**src/rtl/boot_seq_pkg.sv**
```systemverilog
// rtl/boot_seq_pkg.sv - shared state encoding and default widths for the boot sequencer
//
// Purpose : state enum and default parameter values used by cpu_boot_sequencer
//           and boot_run_timer.
// Ports   : none (package).
package boot_seq_pkg;

   typedef enum logic [2:0] {
      ST_IDLE  = 3'd0,
      ST_LOAD  = 3'd1,
      ST_RESET = 3'd2,
      ST_RUN   = 3'd3,
      ST_DONE  = 3'd4
   } state_t;

   localparam int INSTR_W_DEF    = 16;
   localparam int ADDR_W_DEF     = 8;
   localparam int RST_CYCLES_DEF = 2;
   localparam int CNT_W_DEF      = 16;

endpackage

```
**src/rtl/boot_run_timer.sv**
```systemverilog
// rtl/boot_run_timer.sv - saturating CPU cycle counter with run-budget compare
//
// Purpose : counts enabled CPU cycles during RUN and flags the last budgeted cycle.
// Ports   : clk, rst         - clock, async active-high reset
//           i_clear          - latch i_limit and zero the counter (entering RUN)
//           i_run            - CPU enabled this cycle; count it
//           i_limit          - run budget, 0 = unlimited
//           o_cycle_count    - cycles executed so far (saturating)
//           o_limit_hit      - this is the final budgeted cycle
module boot_run_timer
   import boot_seq_pkg::*;
#(
   parameter int CNT_W = CNT_W_DEF
) (
   input  logic             clk,
   input  logic             rst,
   input  logic             i_clear,
   input  logic             i_run,
   input  logic [CNT_W-1:0] i_limit,
   output logic [CNT_W-1:0] o_cycle_count,
   output logic             o_limit_hit
);

   localparam logic [CNT_W-1:0] ONE = CNT_W'(1);

   logic [CNT_W-1:0] r_count;
   logic [CNT_W-1:0] r_limit;

   always_ff @(posedge clk or posedge rst) begin
      if (rst) begin
         r_count <= '0;
         r_limit <= '0;
      end else if (i_clear) begin
         r_count <= '0;
         r_limit <= i_limit;
      end else if (i_run && (r_count != '1)) begin
         r_count <= r_count + ONE;
      end
   end

   // Hit on the cycle whose count is limit-1, so the edge that leaves RUN
   // completes exactly `limit` enabled cycles.
   assign o_limit_hit   = i_run && (r_limit != '0) && (r_count == (r_limit - ONE));
   assign o_cycle_count = r_count;

endmodule

```
**src/rtl/cpu_boot_sequencer.sv**
```systemverilog
// rtl/cpu_boot_sequencer.sv - program load, CPU reset, bounded run and result capture
//
// Purpose : streams loader words into instruction memory with the CPU held in
//           reset, releases reset after RST_CYCLES, runs the CPU for a budget
//           and captures its output port.
// Ports   : clk, rst                 - clock, async active-high reset
//           i_start, i_abort         - sequence control pulses
//           i_run_limit              - run budget (0 = unlimited), sampled leaving RESET
//           i_load_valid/last/data   - loader stream; o_load_ready accepts
//           o_imem_we/addr/wdata     - instruction memory write port
//           o_cpu_rst, o_cpu_en      - CPU reset and clock-enable
//           i_cpu_out, o_result      - CPU output port and captured result
//           o_load_count             - words written by the last load
//           o_cycle_count            - CPU cycles of the current/last run
//           o_busy, o_done           - status
module cpu_boot_sequencer
   import boot_seq_pkg::*;
#(
   parameter int INSTR_W    = INSTR_W_DEF,
   parameter int ADDR_W     = ADDR_W_DEF,
   parameter int RST_CYCLES = RST_CYCLES_DEF,
   parameter int CNT_W      = CNT_W_DEF
) (
   input  logic               clk,
   input  logic               rst,
   input  logic               i_start,
   input  logic               i_abort,
   input  logic [CNT_W-1:0]   i_run_limit,
   input  logic               i_load_valid,
   input  logic               i_load_last,
   input  logic [INSTR_W-1:0] i_load_data,
   output logic               o_load_ready,
   output logic               o_imem_we,
   output logic [ADDR_W-1:0]  o_imem_addr,
   output logic [INSTR_W-1:0] o_imem_wdata,
   output logic               o_cpu_rst,
   output logic               o_cpu_en,
   input  logic [7:0]         i_cpu_out,
   output logic [7:0]         o_result,
   output logic [ADDR_W:0]    o_load_count,
   output logic [CNT_W-1:0]   o_cycle_count,
   output logic               o_busy,
   output logic               o_done
);

   localparam logic [3:0]        RST_INIT = 4'(RST_CYCLES - 1);
   localparam logic [ADDR_W-1:0] ADDR_MAX = '1;

   state_t            r_state;
   state_t            w_next;
   logic [ADDR_W-1:0] r_addr;
   logic [ADDR_W:0]   r_load_count;
   logic [3:0]        r_rst_cnt;
   logic [7:0]        r_result;
   logic              r_cpu_rst;
   logic              r_cpu_en;
   logic              r_busy;
   logic              r_done;

   logic w_hs;
   logic w_start_load;
   logic w_load_exit;
   logic w_run_enter;
   logic w_run_exit;
   logic w_limit_hit;

   always_comb begin
      w_next       = r_state;
      w_hs         = 1'b0;
      w_start_load = 1'b0;
      w_load_exit  = 1'b0;
      w_run_enter  = 1'b0;
      w_run_exit   = 1'b0;
      case (r_state)
         ST_IDLE, ST_DONE: begin
            // start beats abort here; abort alone is ignored in DONE
            if (i_start) begin
               w_next       = ST_LOAD;
               w_start_load = 1'b1;
            end
         end
         ST_LOAD: begin
            if (i_abort) begin
               w_next = ST_IDLE;
            end else if (i_load_valid) begin
               w_hs = 1'b1;
               if (i_load_last || (r_addr == ADDR_MAX)) begin
                  w_next      = ST_RESET;
                  w_load_exit = 1'b1;
               end
            end
         end
         ST_RESET: begin
            if (r_rst_cnt == 4'd0) begin
               w_next      = ST_RUN;
               w_run_enter = 1'b1;
            end
         end
         ST_RUN: begin
            if (i_abort || w_limit_hit) begin
               w_next     = ST_DONE;
               w_run_exit = 1'b1;
            end
         end
         default: w_next = ST_IDLE;
      endcase
   end

   always_ff @(posedge clk or posedge rst) begin
      if (rst) begin
         r_state      <= ST_IDLE;
         r_addr       <= '0;
         r_load_count <= '0;
         r_rst_cnt    <= '0;
         r_result     <= '0;
         r_cpu_rst    <= 1'b1;
         r_cpu_en     <= 1'b0;
         r_busy       <= 1'b0;
         r_done       <= 1'b0;
      end else begin
         r_state   <= w_next;
         // Status outputs are registered from the next state so they line up
         // with the state register without a decode stage on the outputs.
         r_cpu_rst <= !((w_next == ST_RUN) || (w_next == ST_DONE));
         r_cpu_en  <= (w_next == ST_RUN);
         r_busy    <= (w_next == ST_LOAD) || (w_next == ST_RESET) || (w_next == ST_RUN);
         r_done    <= (w_next == ST_DONE);

         if (w_start_load) begin
            r_addr       <= '0;
            r_load_count <= '0;
         end else if (w_hs) begin
            r_load_count <= r_load_count + 1'b1;
            // Hold at the top address so a full load never wraps to 0.
            if (r_addr != ADDR_MAX) begin
               r_addr <= r_addr + 1'b1;
            end
         end

         if (w_load_exit) begin
            r_rst_cnt <= RST_INIT;
         end else if ((r_state == ST_RESET) && (r_rst_cnt != 4'd0)) begin
            r_rst_cnt <= r_rst_cnt - 4'd1;
         end

         if (w_run_exit) begin
            r_result <= i_cpu_out;
         end
      end
   end

   boot_run_timer #(
      .CNT_W (CNT_W)
   ) u_timer (
      .clk           (clk),
      .rst           (rst),
      .i_clear       (w_run_enter),
      .i_run         (r_state == ST_RUN),
      .i_limit       (i_run_limit),
      .o_cycle_count (o_cycle_count),
      .o_limit_hit   (w_limit_hit)
   );

   assign o_load_ready = (r_state == ST_LOAD);
   assign o_imem_we    = w_hs;
   assign o_imem_addr  = r_addr;
   assign o_imem_wdata = i_load_data;
   assign o_cpu_rst    = r_cpu_rst;
   assign o_cpu_en     = r_cpu_en;
   assign o_result     = r_result;
   assign o_load_count = r_load_count;
   assign o_busy       = r_busy;
   assign o_done       = r_done;

endmodule

```
**config.mk**
```make
export PLATFORM = sky130hd
export DESIGN_NAME = cpu_boot_sequencer
export DESIGN_NICKNAME = d
export VERILOG_FILES = /design/src/rtl/boot_seq_pkg.sv /design/src/rtl/boot_run_timer.sv /design/src/rtl/cpu_boot_sequencer.sv
export SDC_FILE = /design/constraint.sdc
export NUM_CORES = 1
export LEC_CHECK = 0
export CAP_MARGIN = 10
export CORE_MARGIN = 8
export CORE_UTILIZATION = 40
export CTS_CLUSTER_DIAMETER = 40
export CTS_CLUSTER_SIZE = 25
export DETAILED_ROUTE_END_ITERATION = 6
export DONT_BUFFER_PORTS = 1
export HOLD_SLACK_MARGIN = 0.1
export PLACE_DENSITY = 0.6
export SLEW_MARGIN = 15
export SYNTH_ARGS = -nofsm -noshare
export SYNTH_HDL_FRONTEND = slang
export SYNTH_HIERARCHICAL = 1
export SYNTH_SLANG_ARGS = --single-unit
export TNS_END_PERCENT = 1
```
**constraint.sdc**
```tcl
create_clock -name clk -period 10.45 [get_ports clk]
set_clock_uncertainty 0.2 [all_clocks]
set_input_delay 2.09 -clock clk [delete_from_list [all_inputs] [get_ports clk]]
set_output_delay 2.09 -clock clk [all_outputs]
set_load 0.01 [all_outputs]
```
* After elaboration in Yosys (flattened, before gate mapping) *
Index checks and enable logic that the tools add are counted.

word-level totals
  input bits = 46
  bits in registers = 68
  logic and storage cells = 77
  output and inout port bits = 63

cells by class
  $add $sub $neg = 5
  muxes and demuxes = 29
  eq/ne operators = 12
  reduce and logical (&&, ||, !) cells = 20

operators by type and width
  kind                                                 count
  two-way mux 16 bit                                   2
  two-way mux 8 bit                                    3
  two-way mux 3 bit                                    6
  two-way mux 9 bit                                    2
  adder 16 x 1 -> 16 bit, second input constant        1
  equality test 16 bit                                 1
  inequality test 16 bit, second input constant        1
  nonzero test 16 bit                                  1
  subtractor 16 x 1 -> 16 bit, second input constant   1
  two-way mux 1 bit                                    13
  equality test 3 x 2 -> 1 bit, second input constant  4
  case mux 3 bit (4 select lines)                      1
  adder 9 x 1 -> 9 bit, second input constant          1
  adder 8 x 1 -> 8 bit, second input constant          1
  equality test 8 bit, second input constant           1
  two-way mux 4 bit                                    2
  inequality test 8 bit, second input constant         1
  nonzero test 2 bit                                   4
  equality test 3 x 1 -> 1 bit, second input constant  2
  equality test 3 bit, second input constant           2
  logical OR 1 bit                                     5
  logical AND 1 bit                                    4
  logical NOT 4 bit                                    1
  nonzero test 4 bit                                   1
  other kinds (5)                                      5

* Longest topological paths before layout *
  depth after elaboration = 9
  gate-level depth with buffers = 12

* Hierarchy *
The synthesis kept the hierarchy.

modules (own cells, without submodules)
  module              sequential area each (um^2)  area an instance (um^2)  cells an instance  times used
  boot_run_timer      800.8                        1953.1                   202                1
  cpu_boot_sequencer  902.1                        1868.0                   180                1

* Worst setup path after synthesis *
Ideal clock, no wire load.

  kind = in2out
  from = in i_abort
  to = out o_imem_we
  arrival = 2.765 ns
  cell stages on the path = 3
  path buffers = 0
  path slack = 5.395 ns
  cell sequence = nor4b_4 nand2_1 inv_1

on the way
  longest elaborated chain between the ends = 2

RTL lines
  element            line                      text
  from (decl)        cpu_boot_sequencer.sv:27  input logic i_abort,
  two-way mux 1 bit  cpu_boot_sequencer.sv:83  if (i_abort) begin
  two-way mux 1 bit  cpu_boot_sequencer.sv:74  case (r_state)
  to (decl)          cpu_boot_sequencer.sv:33  output logic o_imem_we,

No other way between the ends.

* Worst setup path in the final report *
Ends and elaborated chain as after synthesis.

==> reports/qor.yml <==
global_route:
  grt_pass1_wl_microns: 14000
  first_global_vias: 2651
  grt_most_used_layer: "met2"
  grt_max_degree: 37
  grt.overflow.total: 0
  globalRouteTotalUtil: 0.135
  gr-usage-met1: 0.177
  grt_util_met3: 0.0534
  antenna_found_initial: 0
  met2_usage: 0.196
floorplanning:
  fp.dieH_microns: 114
  fp-row-count: 35
  initial_core_util: 0.414
  ios: 109
  die_w_microns: 114
  dieArea_sq_mm: 0.0129
  core_sq_mm: 0.00924
hold_path:
  holdPathEnd: "o_result[7]$_DFFE_PP0P_"
  hold_path_depth: 1
  min_path_type: "reg2reg"
  hp-start: "o_result[7]$_DFFE_PP0P_"
cells_and_area:
  nets: 422
  drive_gt1_frac: 0.149
  area_delta_synth_final_pct: 6.02
  stdcell_count: 504
  final_util: 0.438
  postLayoutCellArea_sq_mm: 0.00405
  antenna-diode-count: 0
clocking:
  cts.path.max_buffers: 2
  clk_pin_slew_ns: 0.07
  numCtsBuffers: 9
  clock-root-buffer: "clkbuf_8"
  cts.sinks: 68
  post_cts_resized: 0
  cts_tree: "done"
  htreeDepth: 3
  cts_hold_buffers: 0
  clock_latency_ns: 0.34
  post_cts_buffers: 0
worst_setup_path:
  path_max_fanout: 5
  critical_path_class: "in2out"
  worstPathArrival_ns: 2.90
  crit_path_end_kind: "output port"
  worstReg2RegStart: "u_timer/r_limit[0]$_DFFE_PP0P_"
  rrSetupSlack_ns: 6.01
  crit_required_ns: 8.16
  cp-start-kind: "input pin"
  reg2reg_depth: 10
  r2r-end: "o_result[4]$_DFFE_PP0P_"
timing:
  hold_viol: 0
  maxSlewViolCount: 0
  worstMarginPinSlew_ns: 0.566
  min_period_ns: 5.19
  timing.slew.headroom: 0.619
  rsz0062_at_grt: "false"
  setup_violations: 0
  fin_setup_tns_ns: 0
  period_share: 0.497
  fmax_mhz: 193
power:
  p_leak_nw: 1.76
  p_per_area_mw_per_mm2: 238
  ir_drop_mv: 0.0878
  finalPower_mw: 0.964
synth:
  netlist_area_sq_mm: 0.00382
  synth-async-reset-ratio: 1.00
  synth_warnings: 6
  synthFlopType: "dfrtp_1"
  ys_types: 62
  synth_nets: 434
  synth_edf_count: 0
  synthCells: 382
  avgSynthCellArea_sq_um: 10.0
  synth-seq-cells: 68
  synth_seq_area_share: 0.446
place:
  io_buffer_count: 0
  dpl.cell_count: 488
  hpwl_microns: 6310
  finalWeightedCongestion: 0.772
  placed_area_sq_mm: 0.00385
drt:
  routed-via-count: 2779
  wl_per_cell_microns: 16.8
  first_iter_violations: 148
  drtAntennaViolNets: 0
  avgViaCountPerCell: 5.51
  drt_first_pass_iters: 7
  wl_microns: 8490
  drc: 0
outcome:
  status: "completed"
flow_run:
  drv_cap: 0
layer usage:
metal / share of wire / wire length, microns / vias to the layer above
met2: 0.44 / 3710 / 97
met3: 0.096 / 816 / 12
met1: 0.46 / 3860 / 1346
li1: - / - / 1324
met4: 0.011 / 95 / 0
met5: 0 / 0 / -
stage by stage:
step / hold slack [ns] / setup slack (ns)
2_1_floorplan: 0.309 / 5.40
3_3_place_gp: 0.339 / 5.30
3_5_place_dp: 0.353 / 5.26
4_1_cts: 0.377 / 5.26
5_1_grt: 0.403 / 5.16
6_report: 0.370 / 5.26
layout by cell type (no fill, tap or decap), drive strengths merged, types with 3 or more instances in the layout:
master and instances:
xor2 24, xnor2 18, o211ai 6, nand3 23, o21ai 9, mux2 23
inv 15, nand4 8, nor4 5, and3 4, clkbuf 10, and4 3
mux2i 6, ha 6, a41oi 3, nor2 44, nor3b 4, buf 4
dfrtp 67, nand2 21, o31ai 4, clkinv 3, a21oi 6, or4 3
nor3 19
cell type report:
type / instances / area [sq um]
Fill cell: 879 / 5190
Clock inverter: 6 / 63.8
Inverter: 15 / 56.3
Multi-Input combinational cell: 272 / 1900
Tap cell: 129 / 161
Clock buffer: 10 / 138
Sequential cell: 68 / 1700
Timing Repair Buffer: 4 / 30.0
synthesized netlist by cell type, types with 2 or more instances:
cell type,n,area share
a21boi_0,2,0.0039
a21oi_1,6,0.0079
a31o_2,2,0.0046
a41oi_1,3,0.0069
and3_1,4,0.0065
and4_1,2,0.0046
buf_2,2,0.0026
buf_4,17,0.033
clkbuf_1,7,0.0069
dfrtp_1,67,0.44
ha_1,6,0.020
inv_1,15,0.015
mux2_1,5,0.015
mux2_2,18,0.053
mux2i_1,6,0.016
nand2_1,21,0.021
nand3_1,23,0.030
nand4_1,8,0.013
nor2_1,42,0.041
nor2_2,2,0.0033
nor3_1,18,0.024
nor3b_1,4,0.0079
nor4_1,5,0.0082
o211ai_1,5,0.0098
o21a_1,2,0.0039
o21ai_0,8,0.010
o31ai_1,4,0.0079
or3b_2,2,0.0046
or4_1,2,0.0039
or4b_4,2,0.0072
xnor2_1,18,0.041
xor2_1,24,0.055
worst max-delay path, stage by stage:
cell and delay [ns]:
nor4b_4 0.37, nand2_1 0.20, inv_1 0.24
flip-flops by register name, summed over array words and instances (netlist names):
register,flops
u_timer/r_limit,16
u_timer/o_cycle_count,16
o_load_count,9
o_cpu_rst,1
o_imem_addr,8
o_cpu_en,1
o_result,8
r_state,3
r_rst_cnt,4
o_busy,1
o_done,1
report_power, final:
group	total, mW	internal (mW)	switching (mW)
Sequential	0.448	0.334	0.114
Combinational	0.297	0.141	0.156
Clock	0.219	0.116	0.103
worst max-delay path by stage:
stage	from	to	slack [ns]	depth (start not counted)
4_1_cts	i_abort	o_imem_we	5.26	3
3_3_place_gp	i_abort	o_imem_we	5.30	3
6_report	i_abort	o_imem_we	5.26	3
3_5_place_dp	i_abort	o_imem_we	5.26	3
2_1_floorplan	i_abort	o_imem_we	5.40	3
5_1_grt	i_abort	o_imem_we	5.16	3
kinds of logic (layout without fill, tap and decap cells):
group | after synthesis | count (layout) | synth area share
adders and majority gates | 6 | 6 | 0.0196
DFF | 68 | 68 | 0.446
muxes | 29 | 29 | 0.0835
xor gates and xnor gates | 42 | 42 | 0.0963
buffers and inverters | 42 | 35 | 0.0586
AOI/OAI and AO/OA | 49 | 49 | 0.0930
and+or+nand+nor | 146 | 146 | 0.203
(Power assumes the default switching activity.)
